`config.mk`:
```
export PLATFORM = sky130hd
export DESIGN_NAME = acq_range_sequencer_flat
export DESIGN_NICKNAME = d
export VERILOG_FILES = /design/src/rtl/acq_range_sequencer_pkg.sv /design/src/rtl/acq_range_sequencer_if.sv /design/src/rtl/acq_range_sequencer_clkgen.sv /design/src/rtl/acq_range_sequencer.sv /design/src/flat_wrapper.sv
export SDC_FILE = /design/constraint.sdc
export NUM_CORES = 1
export LEC_CHECK = 0
export CORE_MARGIN = 2
export CORE_UTILIZATION = 51
export CTS_CLUSTER_SIZE = 28
export DETAILED_ROUTE_END_ITERATION = 12
export HOLD_SLACK_MARGIN = 0.06
export PLACE_DENSITY = 0.81
export SLEW_MARGIN = 5
export SYNTH_ARGS = -nofsm -noshare
export SYNTH_HDL_FRONTEND = slang
export SYNTH_SLANG_ARGS = --single-unit
```
`constraint.sdc`:
```
create_clock -name clk -period 2.3 [get_ports clk]
set_clock_uncertainty 0.05 [all_clocks]
set_input_delay 0.46 -clock clk [delete_from_list [all_inputs] [get_ports clk]]
set_output_delay 0.46 -clock clk [all_outputs]
set_load 0.005 [all_outputs]
```
`src/rtl/acq_range_sequencer_pkg.sv`:
```
// Shared types and constants for the acquisition range sequencer.
// Range thresholds are bit positions below the MSB of the converter word.
package acq_pkg;

    localparam int unsigned RANGE_W           = 2;
    localparam int unsigned TH_HI             = 6;
    localparam int unsigned TH_MID            = 4;
    localparam int unsigned TH_LO             = 2;
    localparam int          DEF_SAMPLE_DIV    = 500;
    localparam int          DEF_SETTLE_CYCLES = 1000;

    typedef enum logic [2:0] {
        ST_IDLE,
        ST_DIAP_START,
        ST_DIAP_WAIT,
        ST_SETTLE,
        ST_RES_START,
        ST_RES_WAIT,
        ST_PUBLISH
    } acq_state_e;

    // Small signals need the most gain: code 3 is the highest gain.
    function automatic logic [RANGE_W-1:0] range_code(input logic [63:0] v, input int unsigned w);
        if ((v >> (w - TH_HI)) == 64'd0)       return 2'd3;
        else if ((v >> (w - TH_MID)) == 64'd0) return 2'd2;
        else if ((v >> (w - TH_LO)) == 64'd0)  return 2'd1;
        else                                   return 2'd0;
    endfunction

endpackage

```
`src/rtl/acq_range_sequencer_if.sv`:
```
// Converter / front-end / result bus of the acquisition range sequencer.
// master = sequencer side, slave = converter and consumer side.
interface acq_range_sequencer_if
    import acq_pkg::*;
#(
    parameter int DATA_WIDTH = 24,
    parameter int DIAP_WIDTH = RANGE_W
);
    logic                  enable;
    logic                  busy;
    logic                  sample_adc;
    logic                  start_cycle_conv;
    logic                  read_diapason;
    logic                  complete;
    logic [DATA_WIDTH-1:0] data_in_1, data_in_2;
    logic [DIAP_WIDTH-1:0] gain_1, gain_2;
    logic [DATA_WIDTH-1:0] result_1, result_2;
    logic [DIAP_WIDTH-1:0] range_1, range_2;
    logic                  result_valid;
    logic                  timeout_err;

    modport master (
        input  enable, complete, data_in_1, data_in_2,
        output busy, sample_adc, start_cycle_conv, read_diapason, gain_1, gain_2,
               result_1, result_2, range_1, range_2, result_valid, timeout_err
    );

    modport slave (
        output enable, complete, data_in_1, data_in_2,
        input  busy, sample_adc, start_cycle_conv, read_diapason, gain_1, gain_2,
               result_1, result_2, range_1, range_2, result_valid, timeout_err
    );
endinterface

```
`src/rtl/acq_range_sequencer_clkgen.sv`:
```
// Sample square-wave generator: toggles every DIV enabled cycles, forced low
// and re-phased whenever disabled or restarted.
module acq_sample_clkgen
    import acq_pkg::*;
#(
    parameter int DIV = DEF_SAMPLE_DIV
) (
    input  logic clk,
    input  logic rst,
    input  logic en_i,
    input  logic restart_i,
    output logic sample_o
);
    logic [31:0] cnt_q, cnt_d;
    logic        ph_q, ph_d;

    always_comb begin
        cnt_d = cnt_q + 32'd1;
        ph_d  = ph_q;
        if (restart_i || !en_i) begin
            cnt_d = '0;
            ph_d  = 1'b0;
        end else if (cnt_q == 32'(DIV - 1)) begin
            cnt_d = '0;
            ph_d  = ~ph_q;
        end
    end

    always_ff @(posedge clk) begin
        if (rst) begin
            cnt_q <= '0;
            ph_q  <= 1'b0;
        end else begin
            cnt_q <= cnt_d;
            ph_q  <= ph_d;
        end
    end

    // Gate so the output is low on the very first idle cycle too.
    assign sample_o = ph_q & en_i;
endmodule

```
`src/rtl/acq_range_sequencer.sv`:
```
// Two-pass acquisition: measure range, set front-end gain, settle, convert, publish.
// Define ACQ_TIMEOUT_EN to add a watchdog on the converter-wait states.
module acq_range_sequencer
    import acq_pkg::*;
#(
    parameter int DATA_WIDTH     = 24,
    parameter int DIAP_WIDTH     = RANGE_W,
    parameter int SAMPLE_DIV     = DEF_SAMPLE_DIV,
    parameter int SETTLE_CYCLES  = DEF_SETTLE_CYCLES,
    parameter int TIMEOUT_CYCLES = 2**22
) (
    input logic                   clk,
    input logic                   rst,
    acq_range_sequencer_if.master bus
);
    acq_state_e            state_q, state_d;
    logic [31:0]           cnt_q, cnt_d;
    logic                  cmp_q, rise, tmo, in_wait;
    logic [DIAP_WIDTH-1:0] gain_1_q, gain_1_d, gain_2_q, gain_2_d;
    logic [DIAP_WIDTH-1:0] range_1_q, range_1_d, range_2_q, range_2_d;
    logic [DATA_WIDTH-1:0] res_1_q, res_1_d, res_2_q, res_2_d;
    logic                  busy, scc, rdiap, rvalid, sample;

    assign rise    = bus.complete & ~cmp_q;
    assign in_wait = (state_q == ST_DIAP_WAIT) || (state_q == ST_RES_WAIT);

`ifdef ACQ_TIMEOUT_EN
    logic [31:0] wdog_q, wdog_d;
    assign tmo    = in_wait && !rise && (wdog_q == 32'(TIMEOUT_CYCLES - 1));
    assign wdog_d = (in_wait && state_d == state_q) ? wdog_q + 32'd1 : '0;
    always_ff @(posedge clk) begin
        if (rst) wdog_q <= '0;
        else     wdog_q <= wdog_d;
    end
`else
    logic unused_tmo;
    assign unused_tmo = ^TIMEOUT_CYCLES;
    assign tmo        = 1'b0;
`endif

    always_ff @(posedge clk) begin
        if (rst) begin
            state_q   <= ST_IDLE;
            cnt_q     <= '0;
            cmp_q     <= 1'b0;
            gain_1_q  <= '0;
            gain_2_q  <= '0;
            range_1_q <= '0;
            range_2_q <= '0;
            res_1_q   <= '0;
            res_2_q   <= '0;
        end else begin
            state_q   <= state_d;
            cnt_q     <= cnt_d;
            cmp_q     <= bus.complete;
            gain_1_q  <= gain_1_d;
            gain_2_q  <= gain_2_d;
            range_1_q <= range_1_d;
            range_2_q <= range_2_d;
            res_1_q   <= res_1_d;
            res_2_q   <= res_2_d;
        end
    end

    always_comb begin
        state_d = state_q;
        unique case (state_q)
            ST_IDLE:       if (bus.enable) state_d = ST_DIAP_START;
            ST_DIAP_START: if (cnt_q == 32'd1) state_d = ST_DIAP_WAIT;
            ST_DIAP_WAIT:  if (rise) state_d = ST_SETTLE;
                           else if (tmo) state_d = ST_IDLE;
            ST_SETTLE:     if (cnt_q == 32'(SETTLE_CYCLES - 1)) state_d = ST_RES_START;
            ST_RES_START:  if (cnt_q == 32'd1) state_d = ST_RES_WAIT;
            ST_RES_WAIT:   if (rise) state_d = ST_PUBLISH;
                           else if (tmo) state_d = ST_IDLE;
            ST_PUBLISH:    state_d = bus.enable ? ST_DIAP_START : ST_IDLE;
            default:       state_d = ST_IDLE;
        endcase
        // One counter serves both the start pulse width and the settle time.
        cnt_d = (state_d == state_q && !in_wait && state_q != ST_IDLE) ? cnt_q + 32'd1 : '0;
    end

    always_comb begin
        gain_1_d  = gain_1_q;
        gain_2_d  = gain_2_q;
        range_1_d = range_1_q;
        range_2_d = range_2_q;
        res_1_d   = res_1_q;
        res_2_d   = res_2_q;
        if (state_q == ST_DIAP_WAIT && rise) begin
            gain_1_d = DIAP_WIDTH'(range_code(64'(bus.data_in_1), DATA_WIDTH));
            gain_2_d = DIAP_WIDTH'(range_code(64'(bus.data_in_2), DATA_WIDTH));
        end
        if (state_q == ST_RES_WAIT && rise) begin
            res_1_d   = bus.data_in_1;
            res_2_d   = bus.data_in_2;
            range_1_d = gain_1_q;
            range_2_d = gain_2_q;
        end
        if (tmo) begin
            gain_1_d = '0;
            gain_2_d = '0;
        end
    end

    always_comb begin
        busy   = (state_q != ST_IDLE);
        scc    = (state_q == ST_DIAP_START) || (state_q == ST_RES_START);
        rdiap  = (state_q == ST_DIAP_START) || (state_q == ST_DIAP_WAIT);
        rvalid = (state_q == ST_PUBLISH);
    end

    acq_sample_clkgen #(.DIV(SAMPLE_DIV)) u_clkgen (
        .clk       (clk),
        .rst       (rst),
        .en_i      (busy),
        .restart_i (state_q == ST_IDLE),
        .sample_o  (sample)
    );

    assign bus.busy             = busy;
    assign bus.start_cycle_conv = scc;
    assign bus.read_diapason    = rdiap;
    assign bus.result_valid     = rvalid;
    assign bus.timeout_err      = tmo;
    assign bus.sample_adc       = sample;
    assign bus.gain_1           = gain_1_q;
    assign bus.gain_2           = gain_2_q;
    assign bus.range_1          = range_1_q;
    assign bus.range_2          = range_2_q;
    assign bus.result_1         = res_1_q;
    assign bus.result_2         = res_2_q;
endmodule

```
`src/flat_wrapper.sv`:
```
// flat-port wrapper written by rule: the top's interface ports become plain ports
module acq_range_sequencer_flat import acq_pkg::*;
#(
    parameter int DATA_WIDTH     = 24,
    parameter int DIAP_WIDTH     = RANGE_W,
    parameter int SAMPLE_DIV     = DEF_SAMPLE_DIV,
    parameter int SETTLE_CYCLES  = DEF_SETTLE_CYCLES,
    parameter int TIMEOUT_CYCLES = 2**22
)
  (clk, rst, bus_enable, bus_complete, bus_data_in_1, bus_data_in_2, bus_busy, bus_sample_adc, bus_start_cycle_conv, bus_read_diapason, bus_gain_1, bus_gain_2, bus_result_1, bus_result_2, bus_range_1, bus_range_2, bus_result_valid, bus_timeout_err);
  acq_range_sequencer_if #(.DATA_WIDTH(DATA_WIDTH), .DIAP_WIDTH(DIAP_WIDTH)) bus_i ();
  input logic clk;
  input logic rst;
  input wire logic [$bits(bus_i.enable)-1:0] bus_enable;
  input wire logic [$bits(bus_i.complete)-1:0] bus_complete;
  input wire logic [$bits(bus_i.data_in_1)-1:0] bus_data_in_1;
  input wire logic [$bits(bus_i.data_in_2)-1:0] bus_data_in_2;
  output wire logic [$bits(bus_i.busy)-1:0] bus_busy;
  output wire logic [$bits(bus_i.sample_adc)-1:0] bus_sample_adc;
  output wire logic [$bits(bus_i.start_cycle_conv)-1:0] bus_start_cycle_conv;
  output wire logic [$bits(bus_i.read_diapason)-1:0] bus_read_diapason;
  output wire logic [$bits(bus_i.gain_1)-1:0] bus_gain_1;
  output wire logic [$bits(bus_i.gain_2)-1:0] bus_gain_2;
  output wire logic [$bits(bus_i.result_1)-1:0] bus_result_1;
  output wire logic [$bits(bus_i.result_2)-1:0] bus_result_2;
  output wire logic [$bits(bus_i.range_1)-1:0] bus_range_1;
  output wire logic [$bits(bus_i.range_2)-1:0] bus_range_2;
  output wire logic [$bits(bus_i.result_valid)-1:0] bus_result_valid;
  output wire logic [$bits(bus_i.timeout_err)-1:0] bus_timeout_err;
  assign bus_i.enable = bus_enable;
  assign bus_i.complete = bus_complete;
  assign bus_i.data_in_1 = bus_data_in_1;
  assign bus_i.data_in_2 = bus_data_in_2;
  assign bus_busy = bus_i.busy;
  assign bus_sample_adc = bus_i.sample_adc;
  assign bus_start_cycle_conv = bus_i.start_cycle_conv;
  assign bus_read_diapason = bus_i.read_diapason;
  assign bus_gain_1 = bus_i.gain_1;
  assign bus_gain_2 = bus_i.gain_2;
  assign bus_result_1 = bus_i.result_1;
  assign bus_result_2 = bus_i.result_2;
  assign bus_range_1 = bus_i.range_1;
  assign bus_range_2 = bus_i.range_2;
  assign bus_result_valid = bus_i.result_valid;
  assign bus_timeout_err = bus_i.timeout_err;
  acq_range_sequencer #(.DATA_WIDTH(DATA_WIDTH), .DIAP_WIDTH(DIAP_WIDTH), .SAMPLE_DIV(SAMPLE_DIV), .SETTLE_CYCLES(SETTLE_CYCLES), .TIMEOUT_CYCLES(TIMEOUT_CYCLES)) u_core (.clk(clk), .rst(rst), .bus(bus_i));
endmodule
```
==> results.sh <==
export IMPL_outcome="finished clean"
export IMPL_chipWidth_um=106.0
export IMPL_multi_input_area_mm2=0.002653
export IMPL_cts_tree="built"
export IMPL_drv_slew=0
export IMPL_grt_pass1_wl_um=22700
export IMPL_rsz0062_at_grt="no"
export IMPL_grt_pass1_vias=4910
export IMPL_critPathLaunch="u_core.state_q[2]"
export IMPL_vias=5089
export IMPL_vdd_ir_drop_max_mv=0.4757
export IMPL_arrival_ns=1.73
export IMPL_path_cells="nor3_4 > buf_6 > nor2b_1 > clkdlybuf4s50_1"
export IMPL_setup_viol=0
export IMPL_crit_type="flip-flop to output pin"
export IMPL_synthArstFlopShare_pct=0
export IMPL_num_nets_final=832
export IMPL_grt_max_degree=53
export IMPL_clk_pin_slew_ns=0.06
export IMPL_regArea_mm2=0.002514
export IMPL_fp_dieH_um=106.0
export IMPL_yosys_area_top_type="dfxtp_1"
export IMPL_p_leak_nw=2.342
export IMPL_core_area_mm2=0.01023
export IMPL_cp_slowest_stage_delay_ns=0.51
export IMPL_timing_final_crit_share_pct=97.19
export IMPL_cpLargestDelayFamily="buffers and inverters"
export IMPL_drv_cap=0
export IMPL_drcViolationCount=0
export IMPL_fmax_mhz=447.4
export IMPL_hold_class="input port to flip-flop"
export IMPL_synth_net_count=713
export IMPL_slew_headroom_pct=66.07
export IMPL_finalHoldViolations=0
export IMPL_clock_path_buffers=2
export IMPL_drtIter0Drc=267
export IMPL_path_depth=4
export IMPL_gr_total_overflow=0
export IMPL_port_buffers=112
export IMPL_r2r_start="u_core.cnt_q[3]"
export IMPL_grtUsageTotal_pct=24.81
export IMPL_worst_pin_slew_ns=0.5090
export IMPL_insertedDiodeCount=0
export IMPL_area_growth_syn_to_layout_pct=37.64
export IMPL_ctsHtreeMaxLevel=4
export IMPL_cts_root_buf="clkbuf_8"
export IMPL_final_cell_mix="nand2_1 (125), dfxtp_1 (122), clkdlybuf4s50_1 (109)"
export IMPL_synthCells=658
export IMPL_required_ns=1.79
export IMPL_dr_pass1_iters=5
export IMPL_crit_slowest_cell="clkdlybuf4s50_1"
export IMPL_r2r_cells=6
export IMPL_fillCellCount=765
export IMPL_path_max_fanout=6
export IMPL_critPathLaunchType="flip-flop"
export IMPL_post_drt_wl_per_cell_um=14.88
export IMPL_final_cells=925
export IMPL_drive_gt1_share_pct=10.01
export IMPL_postCtsHoldBufs=0
export IMPL_dieArea_mm2=0.01124
export IMPL_routed_wl_um=13760
export IMPL_numCtsBuffers=17
export IMPL_avgSynthCellArea_um2=8.068
export IMPL_clock_sinks=125
export IMPL_dpl_hpwl_um=9218
export IMPL_gp_congestion=0.8359
export IMPL_rows=37
export IMPL_regToRegSetupSlack_ns=0.15
export IMPL_ys_top_cells_by_area="dfxtp_1 (47%), nand2_1 (8.8%), xnor2_1 (6.4%)"
export IMPL_post_route_util_pct=71.42
export IMPL_critical_path_buf_inv_count=2
export IMPL_pin_count=114
export IMPL_finalPower_w=0.004877
export IMPL_start_util_pct=51.89
export IMPL_synth_warnings=0
export IMPL_final_min_clock_period_ns=2.235
export IMPL_antenna_found_initial=0
export IMPL_dpl_cell_count=889
export IMPL_seq_area_frac_synth_pct=47.14
export IMPL_power_density_mw_per_mm2=667.4
export IMPL_synth_area_mm2=0.005309
export IMPL_vias_per_cell=5.502
export IMPL_synth_cell_type_count=43
export IMPL_endpoint="bus_sample_adc"
export IMPL_synth_edf_count=0
export IMPL_reg2reg_to="u_core.cnt_q[24]"
export IMPL_final_common_cell="nand2_1"
export IMPL_setup_tns_ns=0
export IMPL_critPathCaptureType="output pin"
export IMPL_synth_top_area_share_pct=47.14
export IMPL_antenna_left=0
export IMPL_synthFlopType="dfxtp_1"
export IMPL_worstSkewPairLatency_ns=0.51
export IMPL_synth_seq_cells=125
## kinds of logic (layout without fill, tap and decap cells)
group,count (synthesis),count (layout),synth area share [%]
DFF,125,125,47.14
muxes,2,2,0.4007
and+or+nand+nor,339,339,30.57
AOI/OAI and AO/OA,78,78,7.778
adders and majority gates,3,3,0.7071
buffers and inverters,53,184,3.936
xor gates and xnor gates,57,57,9.404
other,1,1,0.07064
## tightest hold or removal path: cells and delay by family
family | cells | cell delay [ns]
buf+inv | 1 | 0.14
mux | 1 | 0.06
simple gates | 2 | 0.18
## worst min-delay path by stage
| stage | cells past startpoint | end | startpoint |
|---|---|---|---|
| after CTS | 4 | u_core.u_clkgen.cnt_q[30] | rst |
| final | 4 | u_core.u_clkgen.cnt_q[30] | rst |
| after global routing | 3 | u_core.u_clkgen.cnt_q[1] | rst |
| after detailed placement | 2 | u_core.bus.range_2[0] | u_core.bus.range_2[0] |
| after global placement | 2 | u_core.bus.range_1[0] | u_core.bus.range_1[0] |
| after floorplan | 1 | u_core.u_clkgen.cnt_q[0] | u_core.u_clkgen.cnt_q[0] |
## layer usage
layer | GRT usage (%) | vias up | share of wire (%)
met5 | 0 | - | 0
met4 | 9.774 | 0 | 2.5
li1 | - | 2486 | -
met3 | 5.395 | 27 | 4.3
met1 | 29.66 | 2417 | 41
met2 | 43.41 | 159 | 52
## what timing repair did
action | in CTS | in global routing
endpoints found under the hold margin | 0 | 0
endpoints found under the setup margin | 5 | 5
resized for setup | 12 | 6
buffers inserted | 2 | 3
pin swaps | 1 | 1
## where the power goes
part	internal [W]	total, W	switching [W]
combinational	0.000137	0.000261	0.000124
clock	0.00146	0.00244	0.000980
sequential	0.00217	0.00218	0.00000853
total	0.00376	0.00488	0.00111
## stage by stage
| stage | setup WS [ns] | hold slack (ns) | instance area, um^2 |
|---|---|---|---|
| final | 0.06472 | 0.3351 | 7307 |
| after detailed placement | 0.07456 | 0.3953 | 6664 |
| after floorplan | 0.1908 | 0.3795 | 5309 |
| after global placement | 0.1419 | 0.3914 | 6664 |
| after global routing | 0.01854 | 0.3713 | 7307 |
| after CTS | 0.0001057 | 0.3172 | 7254 |
## flip-flops by register name (all words and copies together) (netlist names)
register and count:
u_core.bus.result_2 24, u_core.bus.gain_1 2, u_core.cnt_q 32, u_core.bus.range_2 2
u_core.bus.range_1 2, u_core.state_q 3, u_core.cmp_q 1, u_core.u_clkgen.cnt_q 32
u_core.u_clkgen.ph_q 1, u_core.bus.gain_2 2, u_core.bus.result_1 24
## Yosys cell counts, types with 2 or more instances
master / number
dfxtp_1: 125
xnor2_1: 39
or3_1: 5
xor2_1: 18
clkbuf_1: 32
inv_1: 14
a21oi_1: 64
nand3_1: 28
nor2b_1: 6
or4_1: 5
nor2_1: 56
buf_2: 5
and4_1: 6
nand4_1: 13
ha_1: 3
nor4_1: 21
nand2_1: 125
and2_1: 3
and3_1: 6
nor3_1: 50
nand2b_1: 4
a31oi_1: 2
o21ai_0: 4
nor4b_1: 5
## area by class of cell
| cell class | instances | share of cell area, % |
|---|---|---|
| multi-input combinational | 480 | 36.30 |
| sequential | 125 | 34.40 |
| timing repair buffer | 139 | 18.75 |
| clock buffer | 18 | 5.856 |
| tap | 136 | 2.329 |
| clock inverter | 13 | 1.644 |
| inverter | 14 | 0.7192 |
(Power assumes the default switching activity.)
